===== config.mk =====
export PLATFORM = sky130hd
export DESIGN_NAME = vga_rx
export DESIGN_NICKNAME = d
export VERILOG_FILES = /design/src/rtl/vga_rx.sv
export SDC_FILE = /design/constraint.sdc
export NUM_CORES = 1
export LEC_CHECK = 0
export BUFFER_PORTS_ARGS = -buffer_cell sky130_fd_sc_hd__buf_2
export CORE_ASPECT_RATIO = 0.6
export CORE_MARGIN = 2
export CORE_UTILIZATION = 45
export DETAILED_ROUTE_END_ITERATION = 12
export GPL_TIMING_DRIVEN = 0
export PLACE_DENSITY = 0.62
export SLEW_MARGIN = 20
export SYNTH_ARGS = -nofsm -noshare
export SYNTH_HDL_FRONTEND = slang
export SYNTH_SLANG_ARGS = --single-unit

===== constraint.sdc =====
create_clock -name dclk -period 3.47 [get_ports dclk]
set_clock_uncertainty 0.05 [all_clocks]
set_input_delay 0 -clock dclk [delete_from_list [all_inputs] [get_ports dclk]]
set_output_delay 0 -clock dclk [all_outputs]
set_load 0.01 [all_outputs]

===== src/rtl/vga_rx.sv =====
// ---------------------------------------------------------------------------
// vga_rx -- VGA timing receiver / pixel recoverer
//
// Samples an incoming VGA stream (hsync, vsync, 3-bit red/green/blue) on the
// pixel clock and recovers the horizontal and vertical position from the sync
// edges. It checks the line length and frame length against the parameters and
// reports each active-area pixel with its coordinates and colour.
//
// Ports
//   dclk        in   pixel clock; all state changes on its rising edge
//   rst         in   asynchronous reset, active low
//   hsync       in   horizontal sync, active low
//   vsync       in   vertical sync, active low
//   red/green/blue in 3 bits each, incoming colour
//   px_x        out  10 bits, active-area column
//   px_y        out  10 bits, active-area row
//   px_rgb      out  9 bits, captured {red, green, blue}
//   px_valid    out  px_x/px_y/px_rgb describe an active pixel
//   frame_start out  one-cycle pulse with the pixel at (0,0)
//   locked      out  input timing matches the parameters
//   sync_err    out  one-cycle pulse on a timing violation
//
// Pipeline: pin sample -> input stage -> counters/FSM -> output registers,
// giving two dclk of latency from the pin sample to px_* and frame_start.
// ---------------------------------------------------------------------------
module vga_rx #(
    parameter int hpixels = 800,
    parameter int vlines  = 521,
    parameter int hbp     = 144,
    parameter int hfp     = 784,
    parameter int vbp     = 31,
    parameter int vfp     = 511
) (
    input  logic       dclk,
    input  logic       rst,
    input  logic       hsync,
    input  logic       vsync,
    input  logic [2:0] red,
    input  logic [2:0] green,
    input  logic [2:0] blue,
    output logic [9:0] px_x,
    output logic [9:0] px_y,
    output logic [8:0] px_rgb,
    output logic       px_valid,
    output logic       frame_start,
    output logic       locked,
    output logic       sync_err
);

    localparam logic [9:0] H_LAST   = 10'(hpixels - 1);
    localparam logic [9:0] V_LAST   = 10'(vlines - 1);
    localparam logic [9:0] H_BP     = 10'(hbp);
    localparam logic [9:0] H_FP     = 10'(hfp);
    localparam logic [9:0] V_BP     = 10'(vbp);
    localparam logic [9:0] V_FP     = 10'(vfp);
    localparam logic [9:0] CNT_MAX  = 10'd1023;
    localparam logic [9:0] CNT_NEAR = 10'd1022;

    typedef enum logic [1:0] {
        SEARCH  = 2'd0,
        MEASURE = 2'd1,
        LOCKED  = 2'd2
    } state_t;

    // Input stage and edge-detect history
    logic       s_hs_q, s_hs_d;
    logic       s_vs_q, s_vs_d;
    logic [8:0] s_rgb_q, s_rgb_d;
    logic       p_hs_q, p_hs_d;
    logic       p_vs_q, p_vs_d;
    logic [1:0] prime_q, prime_d;
    logic [8:0] rgb_dly_q, rgb_dly_d;

    // Recovered position and lock state
    logic [9:0] hcnt_q, hcnt_d;
    logic [9:0] vcnt_q, vcnt_d;
    state_t     state_q, state_d;
    logic       sync_err_q, sync_err_d;

    // Output registers
    logic [9:0] px_x_q, px_x_d;
    logic [9:0] px_y_q, px_y_d;
    logic [8:0] px_rgb_q, px_rgb_d;
    logic       px_valid_q, px_valid_d;
    logic       frame_start_q, frame_start_d;

    logic hfall;
    logic vfall;
    logic line_err;
    logic frame_err;
    logic timing_err;
    logic in_window;

    // prime_q[1] is set only once p_hs/p_vs hold a genuine pin sample, so the
    // reset value of the edge registers can never be mistaken for a falling
    // edge on the first sample after release.
    always_comb begin
        s_hs_d    = hsync;
        s_vs_d    = vsync;
        s_rgb_d   = {red, green, blue};
        p_hs_d    = s_hs_q;
        p_vs_d    = s_vs_q;
        prime_d   = {prime_q[0], 1'b1};
        rgb_dly_d = s_rgb_q;
        hfall     = prime_q[1] & p_hs_q & ~s_hs_q;
        vfall     = prime_q[1] & p_vs_q & ~s_vs_q;
    end

    // Position counters with saturation. A line that runs to 1023 is flagged
    // once, when the count first reaches the ceiling; the late hfall that
    // eventually ends such a line is flagged as a wrong length as well.
    always_comb begin
        hcnt_d    = hcnt_q;
        vcnt_d    = vcnt_q;
        line_err  = 1'b0;
        frame_err = 1'b0;

        if (hfall) begin
            hcnt_d   = '0;
            line_err = (hcnt_q != H_LAST);
        end else begin
            if (hcnt_q != CNT_MAX) begin
                hcnt_d = hcnt_q + 10'd1;
            end
            line_err = (hcnt_q == CNT_NEAR);
        end

        // vfall wins over hfall: a coincident pair starts line 0 of a frame.
        if (vfall) begin
            vcnt_d    = '0;
            frame_err = (vcnt_q != V_LAST);
        end else if (hfall) begin
            if (vcnt_q != CNT_MAX) begin
                vcnt_d = vcnt_q + 10'd1;
            end
            frame_err = (vcnt_q == CNT_NEAR);
        end

        timing_err = line_err | frame_err;
    end

    // Lock FSM. Errors are checked before vfall so that a bad frame ending
    // on a vfall drops lock instead of relocking.
    always_comb begin
        state_d    = state_q;
        sync_err_d = 1'b0;
        case (state_q)
            SEARCH: begin
                if (vfall) begin
                    state_d = MEASURE;
                end
            end
            MEASURE: begin
                if (timing_err) begin
                    state_d    = SEARCH;
                    sync_err_d = 1'b1;
                end else if (vfall) begin
                    state_d = LOCKED;
                end
            end
            LOCKED: begin
                if (timing_err) begin
                    state_d    = SEARCH;
                    sync_err_d = 1'b1;
                end
            end
            default: begin
                state_d = SEARCH;
            end
        endcase
    end

    // Output stage works on the registered counters and the colour delayed to
    // match them; coordinates and colour hold while outside the active area.
    always_comb begin
        in_window = (state_q == LOCKED)
                    && (hcnt_q >= H_BP) && (hcnt_q < H_FP)
                    && (vcnt_q >= V_BP) && (vcnt_q < V_FP);

        px_x_d        = px_x_q;
        px_y_d        = px_y_q;
        px_rgb_d      = px_rgb_q;
        px_valid_d    = in_window;
        frame_start_d = in_window && (hcnt_q == H_BP) && (vcnt_q == V_BP);

        if (in_window) begin
            px_x_d   = hcnt_q - H_BP;
            px_y_d   = vcnt_q - V_BP;
            px_rgb_d = rgb_dly_q;
        end
    end

    always_ff @(posedge dclk or negedge rst) begin
        if (!rst) begin
            s_hs_q        <= 1'b1;
            s_vs_q        <= 1'b1;
            s_rgb_q       <= '0;
            p_hs_q        <= 1'b1;
            p_vs_q        <= 1'b1;
            prime_q       <= '0;
            rgb_dly_q     <= '0;
            hcnt_q        <= '0;
            vcnt_q        <= '0;
            state_q       <= SEARCH;
            sync_err_q    <= 1'b0;
            px_x_q        <= '0;
            px_y_q        <= '0;
            px_rgb_q      <= '0;
            px_valid_q    <= 1'b0;
            frame_start_q <= 1'b0;
        end else begin
            s_hs_q        <= s_hs_d;
            s_vs_q        <= s_vs_d;
            s_rgb_q       <= s_rgb_d;
            p_hs_q        <= p_hs_d;
            p_vs_q        <= p_vs_d;
            prime_q       <= prime_d;
            rgb_dly_q     <= rgb_dly_d;
            hcnt_q        <= hcnt_d;
            vcnt_q        <= vcnt_d;
            state_q       <= state_d;
            sync_err_q    <= sync_err_d;
            px_x_q        <= px_x_d;
            px_y_q        <= px_y_d;
            px_rgb_q      <= px_rgb_d;
            px_valid_q    <= px_valid_d;
            frame_start_q <= frame_start_d;
        end
    end

    assign px_x        = px_x_q;
    assign px_y        = px_y_q;
    assign px_rgb      = px_rgb_q;
    assign px_valid    = px_valid_q;
    assign frame_start = frame_start_q;
    assign locked      = (state_q == LOCKED);
    assign sync_err    = sync_err_q;

endmodule


==> flow_summary.yaml, run 1 <==
clock_network:
  cts.clk_slew.worst_paths_ns: 0.06
  clkSinkCount: 78
  htree_levels: 3
  cts_buffer_depth: 2
  cts_tree: "yes"
  cts_root_buffer: "clkbuf_16"
  insertion_delay_ns: 0.33
  numCtsBuffers: 9
  cts_resized: 0
detailed_routing:
  vias_per_cell: 4.97
  post-route-drc-count: 0
  drt_pass1_iterations: 4
  drt-initial-drc-count: 84
  via_count: 2345
  routed_wirelength_mm: 6.57
  wl_per_cell_um: 13.9
  antenna_left: 0
place:
  place_ws_ns: 0.556
  dpl.hpwl_mm: 4.53
  io_buffers: 45
  gp_congestion: 0.760
sta:
  fmax_mhz: 348
  hold_viol_final: 0
  max_slew_margin_pct: 39.3
  worst_slew_pin_slew_ns: 0.910
  post-route-period-util_pct: 82.8
  finalSetupViolCount: 0
  period_needed_ns: 2.87
  fin_ws_ns: 0.597
  grt_setup_unrepaired: "false"
  setup_tns_ns: 0
  drv_slew: 0
  holdWs_ns: 0.0576
grt:
  antenna_found_initial: 0
  grt_pass1_vias: 2252
  gr-total-overflow: 0
  grt_start_max_net_pins: 57
  grt_usage_pct: 17.3
  grt_pass1_wl_mm: 11.4
setup_path:
  max_stage_delay_ns: 0.82
  crit_path_top_delay_cell: "a2111oi_4"
  reg2reg_depth: 7
  criticalPathCategory: "register to register"
  critPathRequiredTime_ns: 3.63
  path_delay_family: "compound AO/OA/AOI/OAI gates"
  crit_start: "hcnt_q[5]"
  r2r_slack_ns: 0.60
  crit_chain: "inv_1 -> ha_1 -> nand2b_4 -> or4_4 -> a2111oi_4 -> buf_6 -> mux2_4"
  startpoint_type: "register"
  r2r_start: "hcnt_q[5]"
  path_max_fanout: 10
  crit_buf_inv: 2
  crit-reg2reg-capture: "px_y[1]"
  end_kind: "register"
  worstPathArrival_ns: 3.04
floorplan:
  start_util_pct: 47.2
  die_h_um: 72.2
  die_area_um2: 8500
  fp-row-count: 24
  die_w_um: 118
  fp.coreArea_um2: 7390
  io_pins: 46
logic_synthesis:
  ys.flop_type: "dfrtp_1"
  synth_area_um2: 3490
  yosysUniqueCellTypes: 47
  ys_seq_elements: 78
  synth_nets: 319
  yosysSeqAreaShare_pct: 56.1
  synth_edf_count: 0
  syn_inst: 294
  synth_warnings: 0
  synth.avg_cell_area_um2: 11.9
  synthArstFlopShare_pct: 100
layout:
  regArea_um2: 1960
  multi_input_area_um2: 1390
  drive_above_1_share_pct: 25.8
  final_common_cell: "dfrtp_1"
  syn_to_final_growth_pct: 22.6
  fill_cells: 656
  final_cell_mix: "dfrtp_1, buf_2, nor2_1"
  fin_nets: 388
  n_antenna_cell: 0
hold_path:
  hold_path_class: "input port to asynchronous set/reset pin"
status:
  outcome: "completed"
power_and_ir_drop:
  irDropWorstVdd_mv: 0.319
  p_per_area_nw_per_um2: 526
  p_leak_nw: 2.05
flow_run:
  maxCapViolCount: 0
## cell families (layout without fill, tap and decap cells)
group	count (synthesis)	count (layout)	share of synthesized area (%)
other cells	1	1	0.107
mux	22	22	8.32
flops	78	78	56.1
buf+inv	28	102	4.02
fa+ha+maj	12	12	4.30
compound gates	40	40	7.75
simple gates	94	94	14.7
xor+xnor	19	19	4.77
## cell usage after synthesis, types with 2 or more instances
cell       n  area share, %
dfrtp_1   74             53
nor2_1    22            2.4
nand2_1   16            1.7
a21oi_1   14            2.0
ha_1      12            4.3
inv_1     12            1.3
mux2_4    12            5.2
xnor2_1   11            2.8
clkbuf_1  10            1.1
and3_1     8            1.4
mux2_2     8            2.6
xor2_1     8            2.0
a31oi_1    6            1.1
nand3_1    6           0.86
nor3_1     6           0.86
o21ai_0    6           0.86
or3_1      5           0.90
and2_1     4           0.72
dfstp_2    4            3.0
nand2b_1   4           0.72
nand4_1    4           0.72
nor4_1     4           0.72
a211oi_1   3           0.65
and4_1     3           0.75
buf_6      3           0.97
nor3b_1    3           0.65
a21boi_0   2           0.43
mux2i_1    2           0.57
nand3b_1   2           0.43
nor2b_1    2           0.36
o22ai_1    2           0.36
## worst reg2reg max path: stages (launching register included)
cell,delay [ns]
dfrtp_1,0.43
inv_1,0.10
ha_1,0.19
nand2b_4,0.07
or4_4,0.52
a2111oi_4,0.82
buf_6,0.26
mux2_4,0.31
## repair_timing
action | in CTS | in global routing
hold buffers | 12 | 0
setup buffers | 0 | 0
endpoints found under the hold margin | 85 | 0
## area by class of cell
| type | count | share of cell area, % |
|---|---|---|
| buffer | 16 | 2.22 |
| tap | 104 | 3.04 |
| timing repair buffer | 58 | 8.77 |
| inverter | 12 | 1.05 |
| clock buffer | 9 | 5.26 |
| sequential | 78 | 45.7 |
| multi-input combinational | 188 | 32.6 |
| clock inverter | 7 | 1.35 |
## sequential cells by signal, indices dropped and copies added (netlist names)
signal,flops
px_valid,1
hcnt_q,10
vcnt_q,10
prime_q,2
rgb_dly_q,9
frame_start,1
px_y,10
p_vs_q,1
state_q,2
p_vs_d,1
p_hs_q,1
p_hs_d,1
px_x,10
sync_err,1
rgb_dly_d,9
px_rgb,9
## routing by layer
layer	track usage [%]	share of wire (%)	up-vias
li1	-	-	1161
met1	25.6	53	1137
met2	24.2	42	38
met3	5.11	3.9	9
met4	6.02	1.2	0
met5	0	0	-
## power by group
| part | total, mW | switching, mW | internal, mW |
|---|---|---|---|
| sequential | 1.04 | 0.0704 | 0.974 |
| clock | 0.870 | 0.379 | 0.491 |
| combinational | 0.335 | 0.186 | 0.150 |
## metrics by stage
stage | cells | instance area [um^2] | utilization, % | power (mW)
6_report | 472 | 4280 | 57.9 | 2.25
5_1_grt | 472 | 4280 | 57.9 | 2.38
4_1_cts | 472 | 4280 | 57.9 | 2.28
3_5_place_dp | 444 | 3870 | 52.5 | 1.39
3_3_place_gp | 443 | 3840 | 52.0 | 1.37
2_1_floorplan | 294 | 3490 | - | 1.27
## worst max-delay path by stage
stage                     end  slack [ns]  cells after the start
floorplan           px_rgb[0]        0.92                      7
global placement      px_y[0]        0.57                      7
detailed placement  px_rgb[2]        0.56                      7
CTS                   px_y[1]        0.53                      7
global route        px_rgb[4]        0.37                      7
finish                px_y[1]        0.60                      7
Note: power is estimated with default switching activity, not from simulation.
==> run 2, diff against run 1 <==
Clock period 3.47 ns to 2.75 ns, I/O delays scaled along.
==> flow_summary.yaml, run 2 (synthesis gave the netlist of run 1 again) <==
status:
  outcome: "completed"
clock_network:
  numCtsBuffers: 9
  cts.clk_slew.worst_paths_ns: 0.06
  cts_tree: "yes"
  insertion_delay_ns: 0.33
  cts_root_buffer: "clkbuf_16"
  cts_buffer_depth: 2
  clkSinkCount: 78
  htree_levels: 3
sta:
  fmax_mhz: 395
  fin_ws_ns: 0.217
  drv_slew: 0
  hold_viol_final: 0
  grt_setup_unrepaired: "false"
  max_slew_margin_pct: 50.1
  post-route-period-util_pct: 92.1
  period_needed_ns: 2.53
  setup_tns_ns: 0
  finalSetupViolCount: 0
  worst_slew_pin_slew_ns: 0.742
place:
  placed_area_um2: 3870
  dpl.hpwl_mm: 4.53
  dp.cells: 444
  place_ws_ns: -0.164
  io_buffers: 45
  gp_congestion: 0.760
setup_path:
  path_delay_family: "simple AND/OR/NAND/NOR gates"
  crit_chain: "inv_1 -> ha_1 -> nand2b_4 -> or4_4 -> a2111oi_4 -> buf_4 -> buf_8 -> mux2_4"
  criticalPathCategory: "register to register"
  startpoint_type: "register"
  critPathRequiredTime_ns: 2.92
  crit_path_top_delay_cell: "or4_4"
  max_stage_delay_ns: 0.52
  crit_buf_inv: 3
  end_kind: "register"
  worstPathArrival_ns: 2.70
  path_max_fanout: 10
detailed_routing:
  wl_per_cell_um: 14.0
  via_count: 2366
  drt_pass1_iterations: 4
  post-route-drc-count: 0
  routed_wirelength_mm: 6.63
  vias_per_cell: 4.98
  antenna_left: 0
  drt-initial-drc-count: 103
layout:
  final_cell_mix: "dfrtp_1, buf_2, nor2_1"
  drive_above_1_share_pct: 26.4
  syn_to_final_growth_pct: 23.2
  multi_input_area_um2: 1390
  instances_no_fill: 475
  fill_cells: 651
  fin_area_um2: 4300
  n_antenna_cell: 0
  final_common_cell: "dfrtp_1"
  regArea_um2: 1960
  fin_nets: 391
power_and_ir_drop:
  p_per_area_nw_per_um2: 660
  power_mw: 2.84
  p_leak_nw: 2.07
  irDropWorstVdd_mv: 0.403
grt:
  grt_usage_pct: 17.3
  grt_start_max_net_pins: 57
  grt_pass1_vias: 2262
  antenna_found_initial: 0
  grt_pass1_wl_mm: 11.4
  gr-total-overflow: 0
floorplan:
  fp-row-count: 24
  die_area_um2: 8500
  die_w_um: 118
  start_util_pct: 47.2
  die_h_um: 72.2
  io_pins: 46
  fp.coreArea_um2: 7390
flow_run:
  maxCapViolCount: 0
hold_path:
  hold_path_class: "input port to asynchronous set/reset pin"
-- run 2: timing repair --
item | in CTS | in global routing
gates resized for setup | 0 | 0
hold endpoints to repair | 85 | 0
hold buffers | 12 | 0
endpoints found under the setup margin | 23 | 0
setup buffers | 3 | 0
-- run 2: worst reg2reg max path: cells and delay by family, from the launching register on --
family | cells | cell delay [ns]
AO/OA/AOI/OAI | 1 | 0.38
adder cells (fa/ha/maj) | 1 | 0.19
buffers and inverters | 3 | 0.47
flip-flops | 1 | 0.43
multiplexers | 1 | 0.31
AND/OR/NAND/NOR | 2 | 0.59
-- run 2: through the flow --
step                hold slack (ns)  utilization (%)
floorplan                    -0.346                -
global placement             0.0562             52.0
detailed placement           -0.134             52.5
CTS                          0.0542             58.2
global route                 0.0890             58.2
finish                       0.0571             58.2
-- run 2: layout make-up --
class	instances	share of cell area, %
plain buffers	16	2.21
inverters	12	1.05
clock buffers	9	5.24
flip-flops and latches	78	45.5
multi-input cells	188	32.4
repair buffers	61	9.25
clock inverters	7	1.34
well taps	104	3.03
-- run 2: per-layer routing --
metal / GRT usage [%] / part of all wire [%] / vias to the layer above
met3: 5.11 / 4.3 / 8
met4: 6.02 / 1.2 / 0
met5: 0 / 0 / -
li1: - / - / 1165
met1: 25.8 / 53 / 1143
met2: 24.1 / 42 / 50
-- run 2: path summary, 6_finish.rpt --
path	end	cells after the start	slack (ns)	start
setup / recovery	px_rgb[3]	8	0.22	hcnt_q[5]
hold / removal	hcnt_q[4]	2	0.06	rst
setup reg to reg	px_rgb[3]	8	0.22	hcnt_q[5]
hold reg to reg	rgb_dly_q[8]	0	0.29	rgb_dly_d[8]
max in group asynchronous	p_hs_d	3	1.98	rst
min in group dclk	rgb_dly_d[1]	2	0.26	blue[1]
-- run 2: where the power goes --
group / leakage (nW) / switching, mW / internal, mW
sequential: 1.02 / 0.0872 / 1.23
combinational: 0.924 / 0.234 / 0.189
clock: 0.129 / 0.479 / 0.619
